$ cat src/rtl/v_hier_pkg.sv
// rtl/v_hier_pkg.sv - shared frame constants and FSM encoding for the serializer/deserializer pair
package v_hier_pkg;

  typedef enum logic [1:0] {
    ST_IDLE = 2'd0,
    ST_DATA = 2'd1,
    ST_STOP = 2'd2
  } state_e;

  localparam logic START_BIT = 1'b1;
  localparam logic STOP_BIT  = 1'b0;

endpackage

$ cat src/rtl/v_hier_holdreg.sv
// rtl/v_hier_holdreg.sv - single-entry output holding register with valid/ready and overrun pulse
module v_hier_holdreg #(
  parameter int WIDTH = 8
) (
  input  logic             clk,
  input  logic             reset,
  input  logic             i_load,
  input  logic [WIDTH-1:0] i_word,
  input  logic             i_ready,
  output logic [WIDTH-1:0] o_q,
  output logic             o_valid,
  output logic             o_overrun
);

  logic [WIDTH-1:0] r_q;
  logic             r_valid;
  logic             r_overrun;

  // A word arriving while the consumer drains the old one replaces it without loss.
  always_ff @(posedge clk) begin
    if (reset) begin
      r_q       <= '0;
      r_valid   <= 1'b0;
      r_overrun <= 1'b0;
    end else begin
      r_overrun <= 1'b0;
      if (i_load) begin
        if (!r_valid || i_ready) begin
          r_q     <= i_word;
          r_valid <= 1'b1;
        end else begin
          r_overrun <= 1'b1;
        end
      end else if (r_valid && i_ready) begin
        r_valid <= 1'b0;
      end
    end
  end

  assign o_q       = r_q;
  assign o_valid   = r_valid;
  assign o_overrun = r_overrun;

endmodule

$ cat src/rtl/v_hier_deser.sv
// rtl/v_hier_deser.sv - strobed serial-to-parallel deserializer with start/stop framing
module v_hier_deser
  import v_hier_pkg::*;
#(
  parameter int WIDTH = 8
) (
  input  logic             clk,
  input  logic             reset,
  input  logic             a,
  input  logic             a_valid,
  output logic [WIDTH-1:0] q,
  output logic             q_valid,
  input  logic             q_ready,
  output logic             frame_err,
  output logic             overrun
);

  localparam int CW = $clog2(WIDTH + 1);

  state_e           r_state;
  state_e           w_next_state;
  logic [CW-1:0]    r_cnt;
  logic [WIDTH-1:0] r_shift;
  logic             r_frame_err;
  logic             w_last_bit;
  logic             w_start;
  logic             w_shift_en;
  logic             w_complete;
  logic             w_bad_stop;

  assign w_last_bit = (r_cnt == CW'(WIDTH - 1));

  always_ff @(posedge clk) begin
    if (reset) begin
      r_state <= ST_IDLE;
    end else begin
      r_state <= w_next_state;
    end
  end

  always_comb begin
    w_next_state = r_state;
    if (a_valid) begin
      case (r_state)
        ST_IDLE: if (a == START_BIT) w_next_state = ST_DATA;
        ST_DATA: if (w_last_bit) w_next_state = ST_STOP;
        ST_STOP: w_next_state = ST_IDLE;
        default: w_next_state = ST_IDLE;
      endcase
    end
  end

  always_comb begin
    w_start    = 1'b0;
    w_shift_en = 1'b0;
    w_complete = 1'b0;
    w_bad_stop = 1'b0;
    if (a_valid) begin
      case (r_state)
        ST_IDLE: w_start    = (a == START_BIT);
        ST_DATA: w_shift_en = 1'b1;
        ST_STOP: begin
          w_complete = (a == STOP_BIT);
          w_bad_stop = (a != STOP_BIT);
        end
        default: ;
      endcase
    end
  end

  // Bits land at their counter position, so the word is already LSB-first aligned.
  always_ff @(posedge clk) begin
    if (reset) begin
      r_cnt       <= '0;
      r_shift     <= '0;
      r_frame_err <= 1'b0;
    end else begin
      r_frame_err <= w_bad_stop;
      if (w_start) begin
        r_cnt <= '0;
      end else if (w_shift_en) begin
        for (int i = 0; i < WIDTH; i++) begin
          if (r_cnt == CW'(i)) r_shift[i] <= a;
        end
        r_cnt <= r_cnt + CW'(1);
      end
    end
  end

  v_hier_holdreg #(
    .WIDTH(WIDTH)
  ) u_holdreg (
    .clk      (clk),
    .reset    (reset),
    .i_load   (w_complete),
    .i_word   (r_shift),
    .i_ready  (q_ready),
    .o_q      (q),
    .o_valid  (q_valid),
    .o_overrun(overrun)
  );

  assign frame_err = r_frame_err;

endmodule

$ cat config.mk
export PLATFORM = sky130hd
export DESIGN_NAME = v_hier_deser
export DESIGN_NICKNAME = d
export VERILOG_FILES = /design/src/rtl/v_hier_pkg.sv /design/src/rtl/v_hier_holdreg.sv /design/src/rtl/v_hier_deser.sv
export SDC_FILE = /design/constraint.sdc
export NUM_CORES = 1
export LEC_CHECK = 0
export ABC_AREA = 1
export ABC_CLOCK_PERIOD_IN_PS = 1500
export CORE_MARGIN = 2
export CORE_UTILIZATION = 52
export DETAILED_ROUTE_END_ITERATION = 7
export PLACE_DENSITY_LB_ADDON = 0.25
export SYNTH_ARGS = -nofsm -noshare
export SYNTH_HDL_FRONTEND = slang
export SYNTH_SLANG_ARGS = --single-unit
$ cat constraint.sdc
create_clock -name clk -period 1.5 [get_ports clk]
set_input_delay 0.3 -clock clk [delete_from_list [all_inputs] [get_ports clk]]
set_output_delay 0.3 -clock clk [all_outputs]
set_load 0.005 [all_outputs]
Yosys cells after proc, flatten, opt, wreduce, memory -nomap -nowiden
Index checks and enable logic that the tools add are counted.
W data, S select, Z words.
Cells by class
  shift-type cells: 0
  reductions and logical operators: 20
  multiply operators: 0
  bitwise gates (word level): 5
  div/mod/pow operators: 0
  add/sub/neg operators: 1
  mux-type cells: 13
  order comparisons: 0
  equality and inequality tests: 12
Operator list (count)
  $reduce_and A3 Y1: 9
  $eq A4 B3 Y1 const B: 4
  $mux W1: 10
  $eq A4 B2 Y1 const B: 2
  $ne A2 B2 Y1 const B: 3
  $not A1 Y1: 5
  $add A4 B1 Y4 const B: 1
  $eq A4 B1 Y1 const B: 1
  $logic_not A4 Y1: 1
  $mux W2: 2
  $pmux W2 S2: 1
  $reduce_and A2 Y1: 2
  $reduce_or A2 Y1: 2
  $reduce_or A3 Y1: 1
  $eq A2 B1 Y1 const B: 1
  $eq A2 B2 Y1 const B: 1
  $logic_not A2 Y1: 1
  $reduce_bool A2 Y1: 1
  $logic_and A1 B1 Y1: 1
  $logic_not A1 Y1: 1
  $logic_or A1 B1 Y1: 1
Word-level totals
  register bits after elaboration: 25
  output and inout port bits: 11
  bits in read-only memories: 0
  word-level logic and storage cells: 65
  bits in writable memories: 0
  memories kept: 0
  latch bits: 0

Depth between registers and ports, before layout
Gate-level depths: netlist (run 1).
  word-level depth: 5
  gate-level depth with buffers: 7
  gate-level depth less buffers: 7

Hierarchy
From an unflattened synthesis (run 1), not the netlist that was laid out.
Unflattened totals
  cell total of the unflattened synthesis: 171
  area total of the unflattened synthesis: 1275.0 um^2
Modules (own cells, without submodules)
  v_hier_deser: instances 1, area an instance 819.5 um^2, seq. area each 300.3 um^2, cells each 112
  v_hier_holdreg: instances 1, area an instance 455.4 um^2, seq. area each 200.2 um^2, cells each 59

Worst setup path before layout (run 1)
OpenSTA, ideal clock, no wires.
  kind: reg2reg
  start: register r_cnt[0]
  end: register r_shift[2]
  buffers on the path: 0
  library setup time: 0.113 ns
  clock period less this slack: 1.074 ns
  data arrival time: 0.962 ns
  cell stages (with the launch flop): 8
  required time: 1.387 ns
  setup slack: 0.426 ns
  cells stage by stage: dfxtp_1 > inv_1 > ha_1 > inv_1 > nor3_2 > nand2_1 > nand2_1 > nor2_1
On the way
  cells in the longest elaborated chain, start to end: 2
RTL lines
  start: declaration: RTL line v_hier_deser.sv:22  | logic [CW-1:0] r_cnt;
  start signal: assignment: RTL line v_hier_deser.sv:85  | r_cnt <= r_cnt + CW'(1);
  $eq A4 B2 Y1: RTL line v_hier_deser.sv:83  | if (r_cnt == CW'(i)) r_shift[i] <= a;
  $reduce_and A3 Y1 (no source line)
  end signal: assignment: RTL line v_hier_deser.sv:75  | r_shift <= '0;
  end signal: indexed assignment: RTL line v_hier_deser.sv:83
  end: declaration: RTL line v_hier_deser.sv:23  | logic [WIDTH-1:0] r_shift;
No other way between the ends.
A chain may end at the register's enable or synchronous reset.

Worst setup path after layout (run 1)
  start: register r_frame_err (netlist: frame_err)
  end: output port frame_err
RTL lines
  start: declaration: RTL line v_hier_deser.sv:24  | logic r_frame_err;
  start signal: assignment: RTL line v_hier_deser.sv:78  | r_frame_err <= w_bad_stop;
  end: declaration: RTL line v_hier_deser.sv:14  | output logic frame_err,
No word-level cell between the ends.

==> results of run 1 <==
power by group:
part / internal [mW] / total (mW) / switching (mW)
sequential: 0.669 / 0.675 / 0.00598
combinational: 0.0377 / 0.0882 / 0.0506
clock: 0.100 / 0.306 / 0.205
total: 0.807 / 1.07 / 0.262
final cells by class:
| cell class | count | area (µm²) | share of cell area [%] |
|---|---|---|---|
| Timing Repair Buffer | 22 | 223 | 15.6 |
| Clock buffer | 3 | 22.5 | 1.57 |
| Multi-Input combinational cell | 105 | 559 | 39.1 |
| Inverter | 20 | 75.1 | 5.25 |
| Tap cell | 28 | 35.0 | 2.45 |
| Clock inverter | 1 | 5.00 | 0.350 |
| Sequential cell | 25 | 510 | 35.7 |
routing by layer:
layer | global-route usage [%] | routed length [µm] | up-vias
li1 | - | - | 527
met1 | 22.0 | 972 | 429
met2 | 35.3 | 1110 | 14
met3 | 3.51 | 58 | 5
met4 | 6.76 | 35 | 0
met5 | 0 | 0 | -
cells by family after synthesis:
logic type	Yosys count	share of synthesized area, %
buffers and inverters	23	8.23
DFF	25	43.3
and+or+nand+nor	84	36.0
AOI/OAI and AO/OA	17	8.13
adders and majority gates	4	4.33
registers in the layout, summed over array words and instances (netlist names):
| signal | count |
|---|---|
| frame_err | 1 |
| r_cnt | 4 |
| r_shift | 8 |
| r_state | 2 |
| u_holdreg.o_overrun | 1 |
| u_holdreg.o_q | 8 |
| u_holdreg.o_valid | 1 |
synthesized netlist by cell type:
| master | instances | area (µm²) |
|---|---|---|
| a211oi_2 | 1 | 12.5 |
| a21oi_1 | 14 | 70.1 |
| a31oi_1 | 1 | 6.26 |
| buf_2 | 1 | 5.00 |
| buf_6 | 1 | 11.3 |
| clkbuf_1 | 1 | 3.75 |
| dfxtp_1 | 25 | 500 |
| ha_1 | 4 | 50.1 |
| inv_1 | 18 | 67.6 |
| inv_2 | 2 | 7.51 |
| nand2_1 | 39 | 146 |
| nand2_4 | 1 | 11.3 |
| nand3_1 | 12 | 60.1 |
| nand3_2 | 2 | 20.0 |
| nand4_1 | 1 | 6.26 |
| nor2_1 | 20 | 75.1 |
| nor2_8 | 1 | 20.0 |
| nor3_1 | 2 | 10.0 |
| nor3_2 | 5 | 50.1 |
| nor3_4 | 1 | 16.3 |
| o21ai_1 | 1 | 5.00 |
what timing repair did:
action	CTS	global route
setup buffers	0	1
endpoints found under the setup margin	0	9
endpoints found under the hold margin	0	0
resized for setup	0	11
per-stage QoR:
step                      hold slack (ns)  power, mW  area (µm²)
after CTS                           0.471       1.07        1410
after floorplan                     0.369      0.739        1150
final                               0.468       1.07        1430
after detailed placement            0.453      0.779        1380
after global placement              0.447      0.775        1380
after global routing                0.497       1.11        1430
worst min path at each step:
stage                           from               end
finish              u_holdreg.o_q[7]  u_holdreg.o_q[7]
global route        u_holdreg.o_q[1]  u_holdreg.o_q[1]
CTS                 u_holdreg.o_q[1]  u_holdreg.o_q[1]
detailed placement  u_holdreg.o_q[1]  u_holdreg.o_q[1]
global placement    u_holdreg.o_q[3]  u_holdreg.o_q[3]
floorplan                      reset        r_shift[7]
==> report_table.html, run 1 <==
<table>
<tr><th>Metric</th><th>Value</th></tr>
<tr><th colspan="2">Clock tree</th></tr>
<tr><td>Deepest clock path buffer count</td><td>2</td></tr>
<tr><td>CTS tree</td><td>done</td></tr>
<tr><td>H-Tree Depth</td><td>1</td></tr>
<tr><td>Total CTS buffers</td><td>3</td></tr>
<tr><td>Clock slew seen by the registers of the worst setup and hold paths</td><td>0.13 ns</td></tr>
<tr><td>CTS Root Cell</td><td>clkbuf_4</td></tr>
<tr><td>Clock tree sinks</td><td>25</td></tr>
<tr><td>Number of hold buffers added after cts</td><td>0</td></tr>
<tr><td>Clock latency on the worst-skew pair</td><td>0.32 ns</td></tr>
<tr><th colspan="2">Drt</th></tr>
<tr><td>Initial detailed-routing violation count</td><td>19</td></tr>
<tr><td>Detailed-router iteration count before antenna repair</td><td>4</td></tr>
<tr><td>Avg WL per Cell</td><td>10.7 µm</td></tr>
<tr><td>Remaining antenna violation count after routing</td><td>0</td></tr>
<tr><td>Count of vias placed by the detailed router</td><td>975</td></tr>
<tr><td>DRC violations left</td><td>0</td></tr>
<tr><td>Wire length after detailed routing</td><td>2180 µm</td></tr>
<tr><td>Via count normalized by instance count</td><td>4.78</td></tr>
<tr><th colspan="2">Floorplanning</th></tr>
<tr><td>Die boundary width</td><td>51.1 µm</td></tr>
<tr><td>Top-level port count</td><td>16</td></tr>
<tr><td>Row Count</td><td>17</td></tr>
<tr><td>Vert. Die Dim</td><td>51.1 µm</td></tr>
<tr><td>Total die area</td><td>0.00261 mm²</td></tr>
<tr><td>Effective utilization at floorplan</td><td>53.8%</td></tr>
<tr><td>Std-Cell Core Area</td><td>0.00215 mm²</td></tr>
<tr><th colspan="2">STA</th></tr>
<tr><td>Post-route worst setup slack</td><td>0.0340 ns</td></tr>
<tr><td>Final min period</td><td>1.47 ns</td></tr>
<tr><td>Slew of the pin with the lowest slew margin</td><td>0.402 ns</td></tr>
<tr><td>FMAX</td><td>0.682 GHz</td></tr>
<tr><td>Final clock skew</td><td>0.00109 ns</td></tr>
<tr><td>Final worst-path cycle share</td><td>97.7%</td></tr>
<tr><td>Max-slew violations</td><td>0</td></tr>
<tr><td>Final count of hold timing violations</td><td>0</td></tr>
<tr><td>Sum of negative setup slack</td><td>0 ns</td></tr>
<tr><td>Max-slew headroom</td><td>73.2%</td></tr>
<tr><td>Final setup vio count</td><td>0</td></tr>
<tr><th colspan="2">Critical path</th></tr>
<tr><td>Number of cells traversed by the worst register-to-register path</td><td>7</td></tr>
<tr><td>Critical path class</td><td>reg -&gt; out</td></tr>
<tr><td>Delay-heaviest family, CP</td><td>buffers and inverters</td></tr>
<tr><td>Critical path cell sequence</td><td>clkdlybuf4s50_1</td></tr>
<tr><td>CP Capture Type</td><td>output pin</td></tr>
<tr><td>Worst path slowest cell</td><td>clkdlybuf4s50_1</td></tr>
<tr><td>Critical path peak fanout</td><td>1</td></tr>
<tr><td>Critical Path Max Stage Delay</td><td>0.50 ns</td></tr>
<tr><td>Setup crit start kind</td><td>flip-flop</td></tr>
<tr><td>Required time of the critical path</td><td>1.20 ns</td></tr>
<tr><td>Capturing element of the worst setup path</td><td>frame_err</td></tr>
<tr><td>Number of stages on the worst setup path</td><td>1</td></tr>
<tr><td>Crit path from</td><td>frame_err</td></tr>
<tr><td>Worst-case register-to-register setup slack</td><td>0.28 ns</td></tr>
<tr><td>Worst EP arrival</td><td>1.17 ns</td></tr>
<tr><td>Bufs and invs on worst path</td><td>1</td></tr>
<tr><td>Worst reg2reg path startpoint</td><td>r_cnt[0]</td></tr>
<tr><td>Reg-to-Reg End</td><td>r_shift[2]</td></tr>
<tr><th colspan="2">Logic synthesis</th></tr>
<tr><td>Cells after Synth</td><td>153</td></tr>
<tr><td>Mean Syn Cell Area</td><td>7.55 µm²</td></tr>
<tr><td>Synth Cell Area</td><td>0.00115 mm²</td></tr>
<tr><td>Yosys warning count</td><td>0</td></tr>
<tr><td>Sequential-to-total area share from yosys stat</td><td>43.3%</td></tr>
<tr><td>Register bit total from synthesis</td><td>25</td></tr>
<tr><td>Cell variety after synth</td><td>21</td></tr>
<tr><td>Synth Net Count</td><td>162</td></tr>
<tr><th colspan="2">Min path</th></tr>
<tr><td>Min-Delay Path Depth</td><td>2</td></tr>
<tr><td>Classification of the worst-slack hold path</td><td>reg -&gt; reg</td></tr>
<tr><th colspan="2">Layout</th></tr>
<tr><td>Syn-to-layout area delta</td><td>23.8%</td></tr>
<tr><td>Commonest cells after routing, fill and taps aside</td><td>nand2_1 (39), nor2_1 (20), inv_1 (18)</td></tr>
<tr><td>Fraction of the core area covered by cells at the end of the flow</td><td>66.6%</td></tr>
<tr><td>Antenna cells</td><td>0</td></tr>
<tr><td>Number of standard cells in the final layout excluding fillers</td><td>204</td></tr>
<tr><td>Number of nets in the layout</td><td>186</td></tr>
<tr><td>Most common cell after layout, fill and taps aside</td><td>nand2_1</td></tr>
<tr><td>Fraction of layout cells with a size suffix above 1</td><td>18.2%</td></tr>
<tr><td>Fill cell total of the finished layout</td><td>200</td></tr>
<tr><th colspan="2">Place</th></tr>
<tr><td>HPWL after detailed placement</td><td>1670 µm</td></tr>
<tr><td>Placed instance count</td><td>199</td></tr>
<tr><td>Total of buffers placed on input and output ports</td><td>15</td></tr>
<tr><td>Routability Congestion</td><td>0.814</td></tr>
<tr><td>Worst setup timing slack at the placement stage</td><td>-0.102 ns</td></tr>
<tr><th colspan="2">GRT</th></tr>
<tr><td>Maximum number of pins on one net before global-route repair</td><td>15</td></tr>
<tr><td>Global Route Usage Sum</td><td>19.2%</td></tr>
<tr><td>Global-route wire length before repair</td><td>3770 µm</td></tr>
<tr><td>Number of global-route vias before repair</td><td>921</td></tr>
<tr><td>Grt total ovfl</td><td>0</td></tr>
<tr><td>Initial antenna violation count</td><td>0</td></tr>
<tr><th colspan="2">Outcome</th></tr>
<tr><td>Result of the run</td><td>finished, final reports clean</td></tr>
<tr><th colspan="2">Job</th></tr>
<tr><td>Max-Cap Viols</td><td>0</td></tr>
<tr><th colspan="2">Pwr</th></tr>
<tr><td>Worst-case vdd ir drop</td><td>0.676 mV</td></tr>
<tr><td>Leak</td><td>0.646 nW</td></tr>
<tr><td>Ratio of total power to cell area</td><td>747 mW/mm²</td></tr>
</table>
Note: power is estimated with default switching activity, not from simulation.
==> run 2: changes to the inputs <==
--- a/config.mk
+++ b/config.mk
@@ -7,10 +7,12 @@
 export LEC_CHECK = 0
 export ABC_AREA = 1
 export ABC_CLOCK_PERIOD_IN_PS = 1500
+export CORE_ASPECT_RATIO = 2
 export CORE_MARGIN = 2
-export CORE_UTILIZATION = 52
+export CORE_UTILIZATION = 45
 export DETAILED_ROUTE_END_ITERATION = 7
 export PLACE_DENSITY_LB_ADDON = 0.25
 export SYNTH_ARGS = -nofsm -noshare
 export SYNTH_HDL_FRONTEND = slang
+export SYNTH_HIERARCHICAL = 1
 export SYNTH_SLANG_ARGS = --single-unit
==> run 2 against run 1 <==
Net effect: wire length grew 5.4%; global-route usage shrank 2.7 points; die area grew 26%; via count grew 10%; sequential cell count is the same; worst setup slack gained 0.041 ns; clock-buffer cell count grew 1; sequential power shrank 0.6%; non-clock buffer count grew 1; critical endpoint is now q_valid.
==> report_table.html, run 2 <==
<table>
<tr><th>Metric</th><th>Value</th></tr>
<tr><th colspan="2">Layout</th></tr>
<tr><td>Commonest cells after routing, fill and taps aside</td><td>nand2_1 (33), nor2_1 (27), dfxtp_1 (24) (was nand2_1 (39), nor2_1 (20), inv_1 (18))</td></tr>
<tr><td>Antenna cells</td><td>0 (unchanged)</td></tr>
<tr><td>Fill cell total of the finished layout</td><td>254 (was 200)</td></tr>
<tr><td>Fraction of the core area covered by cells at the end of the flow</td><td>55.1% (was 66.6%)</td></tr>
<tr><td>Most common cell after layout, fill and taps aside</td><td>nand2_1 (unchanged)</td></tr>
<tr><td>Final cell area excluding filler cells</td><td>0.00151 mm² (was 0.00143 mm²)</td></tr>
<tr><td>Number of nets in the layout</td><td>203 (was 186)</td></tr>
<tr><td>Syn-to-layout area delta</td><td>18.4% (was 23.8%)</td></tr>
<tr><td>Fraction of layout cells with a size suffix above 1</td><td>17.1% (was 18.2%)</td></tr>
<tr><th colspan="2">Place</th></tr>
<tr><td>Routability Congestion</td><td>0.813 (was 0.814)</td></tr>
<tr><td>Worst setup timing slack at the placement stage</td><td>-0.0383 ns (was -0.102 ns)</td></tr>
<tr><td>Post-placement cell area</td><td>0.00146 mm² (was 0.00138 mm²)</td></tr>
<tr><td>Total of buffers placed on input and output ports</td><td>15 (unchanged)</td></tr>
<tr><td>HPWL after detailed placement</td><td>1790 µm (was 1670 µm)</td></tr>
<tr><th colspan="2">Logic synthesis</th></tr>
<tr><td>Cell with the most instances after synthesis</td><td>nand2_1 (unchanged)</td></tr>
<tr><td>Commonest register cell after synthesis</td><td>dfxtp_1 (unchanged)</td></tr>
<tr><td>Mean Syn Cell Area</td><td>7.46 µm² (was 7.55 µm²)</td></tr>
<tr><td>Cell variety after synth</td><td>21 (unchanged)</td></tr>
<tr><td>Post-synth ARST share</td><td>0% (unchanged)</td></tr>
<tr><td>Largest cells by area after synthesis</td><td>dfxtp_1 (39%), nand2_1 (9.7%), nor2_1 (7.9%) (was dfxtp_1 (43%), nand2_1 (13%), nor2_1 (6.5%))</td></tr>
<tr><td>Sequential-to-total area share from yosys stat</td><td>39.3% (was 43.3%)</td></tr>
<tr><td>Top cells by count, synth</td><td>nand2_1 (33), nor2_1 (27), dfxtp_1 (25) (was nand2_1 (39), dfxtp_1 (25), nor2_1 (20))</td></tr>
<tr><td>Register bit total from synthesis</td><td>25 (unchanged)</td></tr>
<tr><td>Yosys warning count</td><td>6 (was 0)</td></tr>
<tr><td>Cell type with the highest aggregate area in the netlist</td><td>dfxtp_1 (unchanged)</td></tr>
<tr><td>Synth Cell Area</td><td>0.00127 mm² (was 0.00115 mm²)</td></tr>
<tr><td>Number of synthesized flops with an enable pin</td><td>0 (unchanged)</td></tr>
<tr><td>Area share of the leading cell type in the synthesized netlist</td><td>39.3% (was 43.3%)</td></tr>
<tr><td>Synth Net Count</td><td>180 (was 162)</td></tr>
<tr><td>Cells after Synth</td><td>171 (was 153)</td></tr>
<tr><th colspan="2">Drt</th></tr>
<tr><td>Count of vias placed by the detailed router</td><td>1,073 (was 975)</td></tr>
<tr><td>Avg WL per Cell</td><td>10.3 µm (was 10.7 µm)</td></tr>
<tr><td>DRC violations left</td><td>0 (unchanged)</td></tr>
<tr><td>Initial detailed-routing violation count</td><td>17 (was 19)</td></tr>
<tr><td>Wire length after detailed routing</td><td>2300 µm (was 2180 µm)</td></tr>
<tr><td>Via count normalized by instance count</td><td>4.83 (was 4.78)</td></tr>
<tr><td>Remaining antenna violation count after routing</td><td>0 (unchanged)</td></tr>
<tr><td>Detailed-router iteration count before antenna repair</td><td>4 (unchanged)</td></tr>
<tr><th colspan="2">GRT</th></tr>
<tr><td>Number of global-route vias before repair</td><td>1,112 (was 921)</td></tr>
<tr><td>Maximum number of pins on one net before global-route repair</td><td>19 (was 15)</td></tr>
<tr><td>Initial antenna violation count</td><td>0 (unchanged)</td></tr>
<tr><td>Grt total ovfl</td><td>0 (unchanged)</td></tr>
<tr><td>Global-route wire length before repair</td><td>4320 µm (was 3770 µm)</td></tr>
<tr><td>Global Route Usage Sum</td><td>16.5% (was 19.2%)</td></tr>
<tr><th colspan="2">Floorplanning</th></tr>
<tr><td>Total die area</td><td>0.00330 mm² (was 0.00261 mm²)</td></tr>
<tr><td>Std-Cell Core Area</td><td>0.00274 mm² (was 0.00215 mm²)</td></tr>
<tr><td>Top-level port count</td><td>16 (unchanged)</td></tr>
<tr><td>Vert. Die Dim</td><td>79.3 µm (was 51.1 µm)</td></tr>
<tr><td>Effective utilization at floorplan</td><td>46.6% (was 53.8%)</td></tr>
<tr><td>Row Count</td><td>27 (was 17)</td></tr>
<tr><td>Die boundary width</td><td>41.6 µm (was 51.1 µm)</td></tr>
<tr><th colspan="2">STA</th></tr>
<tr><td>Slew of the pin with the lowest slew margin</td><td>0.265 ns (was 0.402 ns)</td></tr>
<tr><td>FMAX</td><td>0.702 GHz (was 0.682 GHz)</td></tr>
<tr><td>Final setup vio count</td><td>0 (unchanged)</td></tr>
<tr><td>Post-route worst setup slack</td><td>0.0748 ns (was 0.0340 ns)</td></tr>
<tr><td>Final clock skew</td><td>0.00130 ns (was 0.00109 ns)</td></tr>
<tr><td>Final worst-path cycle share</td><td>95.0% (was 97.7%)</td></tr>
<tr><td>Final min period</td><td>1.43 ns (was 1.47 ns)</td></tr>
<tr><td>Final count of hold timing violations</td><td>0 (unchanged)</td></tr>
<tr><td>Setup repair after global routing missed its margin</td><td>false</td></tr>
<tr><td>Max-slew headroom</td><td>82.3% (was 73.2%)</td></tr>
<tr><td>Fin Hold WS</td><td>0.481 ns (was 0.468 ns)</td></tr>
<tr><td>Max-slew violations</td><td>0 (unchanged)</td></tr>
<tr><th colspan="2">Min path</th></tr>
<tr><td>Classification of the worst-slack hold path</td><td>reg -&gt; reg (unchanged)</td></tr>
<tr><td>Min-Delay Path Depth</td><td>2 (unchanged)</td></tr>
<tr><td>Start point of the worst hold path</td><td>u_holdreg/o_q[0] (was u_holdreg.o_q[7])</td></tr>
<tr><td>Hold Path Sink</td><td>u_holdreg/o_q[0] (was u_holdreg.o_q[7])</td></tr>
<tr><th colspan="2">Clock tree</th></tr>
<tr><td>Deepest clock path buffer count</td><td>2 (unchanged)</td></tr>
<tr><td>H-Tree Depth</td><td>1 (unchanged)</td></tr>
<tr><td>CTS Root Cell</td><td>clkbuf_8 (was clkbuf_4)</td></tr>
<tr><td>Clock tree sinks</td><td>25 (unchanged)</td></tr>
<tr><td>Clock latency on the worst-skew pair</td><td>0.27 ns (was 0.32 ns)</td></tr>
<tr><td>Clock slew seen by the registers of the worst setup and hold paths</td><td>0.08 ns (was 0.13 ns)</td></tr>
<tr><td>Total CTS buffers</td><td>3 (unchanged)</td></tr>
<tr><td>Number of hold buffers added after cts</td><td>0 (unchanged)</td></tr>
<tr><td>Number of setup buffers added after CTS</td><td>0 (unchanged)</td></tr>
<tr><td>CTS tree</td><td>done (unchanged)</td></tr>
<tr><th colspan="2">Pwr</th></tr>
<tr><td>Power consumption</td><td>1.16 mW (was 1.07 mW)</td></tr>
<tr><td>Leak</td><td>0.595 nW (was 0.646 nW)</td></tr>
<tr><td>Worst-case vdd ir drop</td><td>0.491 mV (was 0.676 mV)</td></tr>
<tr><td>Ratio of total power to cell area</td><td>766 mW/mm² (was 747 mW/mm²)</td></tr>
<tr><th colspan="2">Outcome</th></tr>
<tr><td>Result of the run</td><td>finished, final reports clean (unchanged)</td></tr>
<tr><th colspan="2">Critical path</th></tr>
<tr><td>Worst path slowest cell</td><td>clkdlybuf4s50_1 (unchanged)</td></tr>
<tr><td>Critical path class</td><td>reg -&gt; out (unchanged)</td></tr>
<tr><td>Delay-heaviest family, CP</td><td>buffers and inverters (unchanged)</td></tr>
<tr><td>Number of cells traversed by the worst register-to-register path</td><td>6 (was 7)</td></tr>
<tr><td>CP Capture Type</td><td>output pin (unchanged)</td></tr>
<tr><td>Critical path cell sequence</td><td>clkdlybuf4s50_1 (unchanged)</td></tr>
<tr><td>Worst-case register-to-register setup slack</td><td>0.29 ns (was 0.28 ns)</td></tr>
<tr><td>Setup crit start kind</td><td>flip-flop (unchanged)</td></tr>
<tr><td>Critical Path Max Stage Delay</td><td>0.50 ns (about the same)</td></tr>
<tr><td>Bufs and invs on worst path</td><td>1 (unchanged)</td></tr>
<tr><td>Critical path peak fanout</td><td>2 (was 1)</td></tr>
<tr><td>Worst reg2reg path startpoint</td><td>r_state[1] (was r_cnt[0])</td></tr>
<tr><td>Worst EP arrival</td><td>1.13 ns (was 1.17 ns)</td></tr>
<tr><td>Reg-to-Reg End</td><td>u_holdreg/o_q[7] (was r_shift[2])</td></tr>
<tr><td>Required time of the critical path</td><td>1.20 ns (about the same)</td></tr>
<tr><th colspan="2">Job</th></tr>
<tr><td>Max-Cap Viols</td><td>0 (unchanged)</td></tr>
</table>
[run 2: through the flow]
stage	cells	setup TNS, ns
floorplan	171	0
global placement	218	-0.0679
detailed placement	218	-0.270
CTS	222	0
global route	222	0
finish	222	0
[run 2: kinds of logic (layout without fill, tap and decap cells)]
group	after synthesis	count (layout)	synth area share, %
flops	25	25	39.3
compound gates	23	23	9.32
fa+ha+maj	4	4	3.93
simple gates	90	90	35.8
buf+inv	29	51	11.7
[run 2: routing by layer]
metal | GRT usage [%] | wire length [µm] | up-vias
met2 | 33.1 | 1310 | 17
met1 | 14.6 | 890 | 472
met4 | 9.68 | 53 | 0
met5 | 0 | 0 | -
met3 | 2.27 | 45 | 5
li1 | - | - | 579
[run 2: cell type report]
cell class | instances | area [µm²] | share of cell area, %
tap | 29 | 36.3 | 2.40
timing repair buffer | 23 | 210 | 13.9
multi-input combinational | 117 | 626 | 41.5
inverter | 24 | 90.1 | 5.97
clock buffer | 4 | 45.0 | 2.99
sequential | 25 | 502 | 33.3
[run 2: power by group]
| part | switching, mW | internal, mW |
|---|---|---|
| Sequential | 0.00375 | 0.667 |
| Clock | 0.203 | 0.190 |
| Combinational | 0.0538 | 0.0374 |
| Total | 0.261 | 0.895 |
[run 2: how the worst max path moves through the flow]
stage | startpoint | end | depth (start not counted)
floorplan | a | u_holdreg/o_q[0] | 6
global placement | a_valid | r_shift[0] | 7
detailed placement | a_valid | r_shift[0] | 7
CTS | u_holdreg/o_valid | q_valid | 1
global route | u_holdreg/o_q[6] | q[6] | 1
finish | u_holdreg/o_valid | q_valid | 1
[run 2: repair_timing]
item / CTS / global route
endpoints found under the hold margin: 0 / 0
endpoints found under the setup margin: 0 / 1
resized for setup: 0 / 1
==> run 3: changes to the inputs <==
--- a/config.mk
+++ b/config.mk
@@ -11,8 +11,10 @@
 export CORE_MARGIN = 2
 export CORE_UTILIZATION = 45
 export DETAILED_ROUTE_END_ITERATION = 7
+export GPL_TIMING_DRIVEN = 0
 export PLACE_DENSITY_LB_ADDON = 0.25
 export SYNTH_ARGS = -nofsm -noshare
 export SYNTH_HDL_FRONTEND = slang
 export SYNTH_HIERARCHICAL = 1
 export SYNTH_SLANG_ARGS = --single-unit
+export TNS_END_PERCENT = 100
==> run 3 against run 2 <==
Net effect: core utilization grew 0.14 points; non-clock buffer count shrank 3; final cell count shrank 1.4%; sequential cell count is the same; die area is the same; worst hold slack lost 0.033 ns; total power grew 0.31%; final area grew 0.25%; critical path depth is the same; combinational power shrank 7.3%; clock-buffer cell count is the same; largest cell class unchanged.
==> report_table.html, run 3 (synthesized netlist as in run 2, its figures left out) <==
<table>
<tr><th>Metric</th><th>Value</th></tr>
<tr><th colspan="2">Layout</th></tr>
<tr><td>Antenna cells</td><td>0 (unchanged)</td></tr>
<tr><td>Number of nets in the layout</td><td>200 (was 203)</td></tr>
<tr><td>Syn-to-layout area delta</td><td>18.6% (was 18.4%)</td></tr>
<tr><td>Final cell area excluding filler cells</td><td>0.00151 mm² (about the same)</td></tr>
<tr><td>Commonest cells after routing, fill and taps aside</td><td>nand2_1 (33), nor2_1 (27), dfxtp_1 (24) (unchanged)</td></tr>
<tr><td>Fraction of the core area covered by cells at the end of the flow</td><td>55.3% (was 55.1%)</td></tr>
<tr><td>Most common cell after layout, fill and taps aside</td><td>nand2_1 (unchanged)</td></tr>
<tr><td>Fraction of layout cells with a size suffix above 1</td><td>15.8% (was 17.1%)</td></tr>
<tr><th colspan="2">Clock tree</th></tr>
<tr><td>Clock latency on the worst-skew pair</td><td>0.27 ns (about the same)</td></tr>
<tr><td>H-Tree Depth</td><td>1 (unchanged)</td></tr>
<tr><td>Clock slew seen by the registers of the worst setup and hold paths</td><td>0.08 ns (about the same)</td></tr>
<tr><td>Total CTS buffers</td><td>3 (unchanged)</td></tr>
<tr><td>Number of hold buffers added after cts</td><td>0 (unchanged)</td></tr>
<tr><td>Number of gates given a new drive strength after cts</td><td>0 (unchanged)</td></tr>
<tr><td>CTS Root Cell</td><td>clkbuf_8 (unchanged)</td></tr>
<tr><td>Deepest clock path buffer count</td><td>2 (unchanged)</td></tr>
<tr><td>CTS tree</td><td>done (unchanged)</td></tr>
<tr><td>Clock tree sinks</td><td>25 (unchanged)</td></tr>
<tr><td>Number of setup buffers added after CTS</td><td>0 (unchanged)</td></tr>
<tr><th colspan="2">Pwr</th></tr>
<tr><td>Ratio of total power to cell area</td><td>766 mW/mm² (about the same)</td></tr>
<tr><td>Worst-case vdd ir drop</td><td>0.564 mV (was 0.491 mV)</td></tr>
<tr><td>Power consumption</td><td>1.16 mW (about the same)</td></tr>
<tr><td>Leak</td><td>0.597 nW (was 0.595 nW)</td></tr>
<tr><th colspan="2">Drt</th></tr>
<tr><td>Initial detailed-routing violation count</td><td>27 (was 17)</td></tr>
<tr><td>Wire length after detailed routing</td><td>2430 µm (was 2300 µm)</td></tr>
<tr><td>Count of vias placed by the detailed router</td><td>1,073 (unchanged)</td></tr>
<tr><td>Remaining antenna violation count after routing</td><td>0 (unchanged)</td></tr>
<tr><td>Via count normalized by instance count</td><td>4.90 (was 4.83)</td></tr>
<tr><td>Met1 wire length</td><td>955 µm (was 890 µm)</td></tr>
<tr><td>Avg WL per Cell</td><td>11.1 µm (was 10.3 µm)</td></tr>
<tr><td>Detailed-router iteration count before antenna repair</td><td>4 (unchanged)</td></tr>
<tr><td>DRC violations left</td><td>0 (unchanged)</td></tr>
<tr><td>Detailed route wirelength on metal3</td><td>51 µm (was 45 µm)</td></tr>
<tr><td>Length of routed met2 wiring</td><td>1340 µm (was 1310 µm)</td></tr>
<tr><td>Highest signal layer in the routed design</td><td>met4 (unchanged)</td></tr>
<tr><th colspan="2">Floorplanning</th></tr>
<tr><td>Std-Cell Core Area</td><td>0.00274 mm² (unchanged)</td></tr>
<tr><td>Vert. Die Dim</td><td>79.3 µm (unchanged)</td></tr>
<tr><td>Row Count</td><td>27 (unchanged)</td></tr>
<tr><td>Total die area</td><td>0.00330 mm² (unchanged)</td></tr>
<tr><td>Top-level port count</td><td>16 (unchanged)</td></tr>
<tr><td>Effective utilization at floorplan</td><td>46.6% (unchanged)</td></tr>
<tr><td>Die boundary width</td><td>41.6 µm (unchanged)</td></tr>
<tr><th colspan="2">Critical path</th></tr>
<tr><td>Bufs and invs on worst path</td><td>1 (unchanged)</td></tr>
<tr><td>Worst-case register-to-register setup slack</td><td>0.23 ns (was 0.29 ns)</td></tr>
<tr><td>Number of cells traversed by the worst register-to-register path</td><td>7 (was 6)</td></tr>
<tr><td>Critical path peak fanout</td><td>2 (unchanged)</td></tr>
<tr><td>Worst path slowest cell</td><td>clkdlybuf4s50_1 (unchanged)</td></tr>
<tr><td>Critical Path Max Stage Delay</td><td>0.50 ns (about the same)</td></tr>
<tr><td>Required time of the critical path</td><td>1.20 ns (about the same)</td></tr>
<tr><td>Critical path cell sequence</td><td>clkdlybuf4s50_1 (unchanged)</td></tr>
<tr><td>Worst reg2reg path startpoint</td><td>r_state[1] (unchanged)</td></tr>
<tr><td>CP Capture Type</td><td>output pin (unchanged)</td></tr>
<tr><td>Setup crit start kind</td><td>flip-flop (unchanged)</td></tr>
<tr><td>Reg-to-Reg End</td><td>u_holdreg/o_q[3] (was u_holdreg/o_q[7])</td></tr>
<tr><td>Worst EP arrival</td><td>1.13 ns (about the same)</td></tr>
<tr><td>Delay-heaviest family, CP</td><td>buffers and inverters (unchanged)</td></tr>
<tr><td>Critical path class</td><td>reg -&gt; out (unchanged)</td></tr>
<tr><th colspan="2">Place</th></tr>
<tr><td>HPWL after detailed placement</td><td>1920 µm (was 1790 µm)</td></tr>
<tr><td>Worst setup timing slack at the placement stage</td><td>-0.257 ns (was -0.0383 ns)</td></tr>
<tr><td>Total of buffers placed on input and output ports</td><td>15 (unchanged)</td></tr>
<tr><td>Post-placement cell area</td><td>0.00146 mm² (about the same)</td></tr>
<tr><td>Routability Congestion</td><td>0.814 (was 0.813)</td></tr>
<tr><th colspan="2">STA</th></tr>
<tr><td>Final worst-path cycle share</td><td>95.1% (was 95.0%)</td></tr>
<tr><td>Fin Hold WS</td><td>0.448 ns (was 0.481 ns)</td></tr>
<tr><td>Final min period</td><td>1.43 ns (about the same)</td></tr>
<tr><td>Post-route worst setup slack</td><td>0.0737 ns (was 0.0748 ns)</td></tr>
<tr><td>Final clock skew</td><td>0.00159 ns (was 0.00130 ns)</td></tr>
<tr><td>Setup repair after global routing missed its margin</td><td>false (unchanged)</td></tr>
<tr><td>Final setup vio count</td><td>0 (unchanged)</td></tr>
<tr><td>Max-slew violations</td><td>0 (unchanged)</td></tr>
<tr><td>Max-slew headroom</td><td>81.1% (was 82.3%)</td></tr>
<tr><td>Slew of the pin with the lowest slew margin</td><td>0.283 ns (was 0.265 ns)</td></tr>
<tr><td>Final count of hold timing violations</td><td>0 (unchanged)</td></tr>
<tr><td>FMAX</td><td>0.701 GHz (was 0.702 GHz)</td></tr>
<tr><th colspan="2">Min path</th></tr>
<tr><td>Classification of the worst-slack hold path</td><td>in -&gt; reg (was reg -&gt; reg)</td></tr>
<tr><td>Min-Delay Path Depth</td><td>3 (was 2)</td></tr>
<tr><td>Start point of the worst hold path</td><td>a_valid (was u_holdreg/o_q[0])</td></tr>
<tr><td>Hold Path Sink</td><td>frame_err (was u_holdreg/o_q[0])</td></tr>
<tr><th colspan="2">Outcome</th></tr>
<tr><td>Result of the run</td><td>finished, final reports clean (unchanged)</td></tr>
<tr><th colspan="2">GRT</th></tr>
<tr><td>Global-route wire length before repair</td><td>4330 µm (was 4320 µm)</td></tr>
<tr><td>Global Route Usage Sum</td><td>16.8% (was 16.5%)</td></tr>
<tr><td>Grt total ovfl</td><td>0 (unchanged)</td></tr>
<tr><td>Number of global-route vias before repair</td><td>1,074 (was 1,112)</td></tr>
<tr><td>Maximum number of pins on one net before global-route repair</td><td>14 (was 19)</td></tr>
<tr><td>Initial antenna violation count</td><td>0 (unchanged)</td></tr>
<tr><th colspan="2">Job</th></tr>
<tr><td>Max-Cap Viols</td><td>0 (unchanged)</td></tr>
</table>
[run 3: per-layer routing]
| metal | vias up | GRT usage (%) |
|---|---|---|
| li1 | 569 | - |
| met1 | 478 | 15.2 |
| met2 | 19 | 31.3 |
| met3 | 7 | 3.41 |
| met4 | 0 | 12.3 |
| met5 | - | 0 |
[run 3: worst max-delay path by stage]
| stage | from | to | slack, ns | cells past startpoint |
|---|---|---|---|---|
| floorplan | a | u_holdreg/o_q[0] | 0.37 | 6 |
| global placement | a | u_holdreg/o_q[1] | -0.21 | 7 |
| detailed placement | a_valid | u_holdreg/o_q[3] | -0.26 | 8 |
| CTS | u_holdreg/o_valid | q_valid | 0.01 | 1 |
| global route | a | u_holdreg/o_q[3] | 0.02 | 7 |
| finish | u_holdreg/o_valid | q_valid | 0.07 | 1 |
[run 3: area by class of cell]
type	instances	area (µm²)
Tap cell	29	36.3
Timing Repair Buffer	15	153
Fill cell	262	1220
Clock buffer	4	45.0
Inverter	24	90.1
Sequential cell	25	502
Buffer	5	61.3
Multi-Input combinational cell	117	626
[run 3: per-stage QoR]
step,setup TNS (ns),cells
5_1_grt,0,219
2_1_floorplan,0,171
3_5_place_dp,-3.00,215
4_1_cts,0,219
6_report,0,219
3_3_place_gp,-2.30,215
[run 3: report_power, final]
part / total [mW] / switching, mW / internal, mW
Clock: 0.403 / 0.213 / 0.190
Sequential: 0.672 / 0.00447 / 0.667
Combinational: 0.0845 / 0.0544 / 0.0301
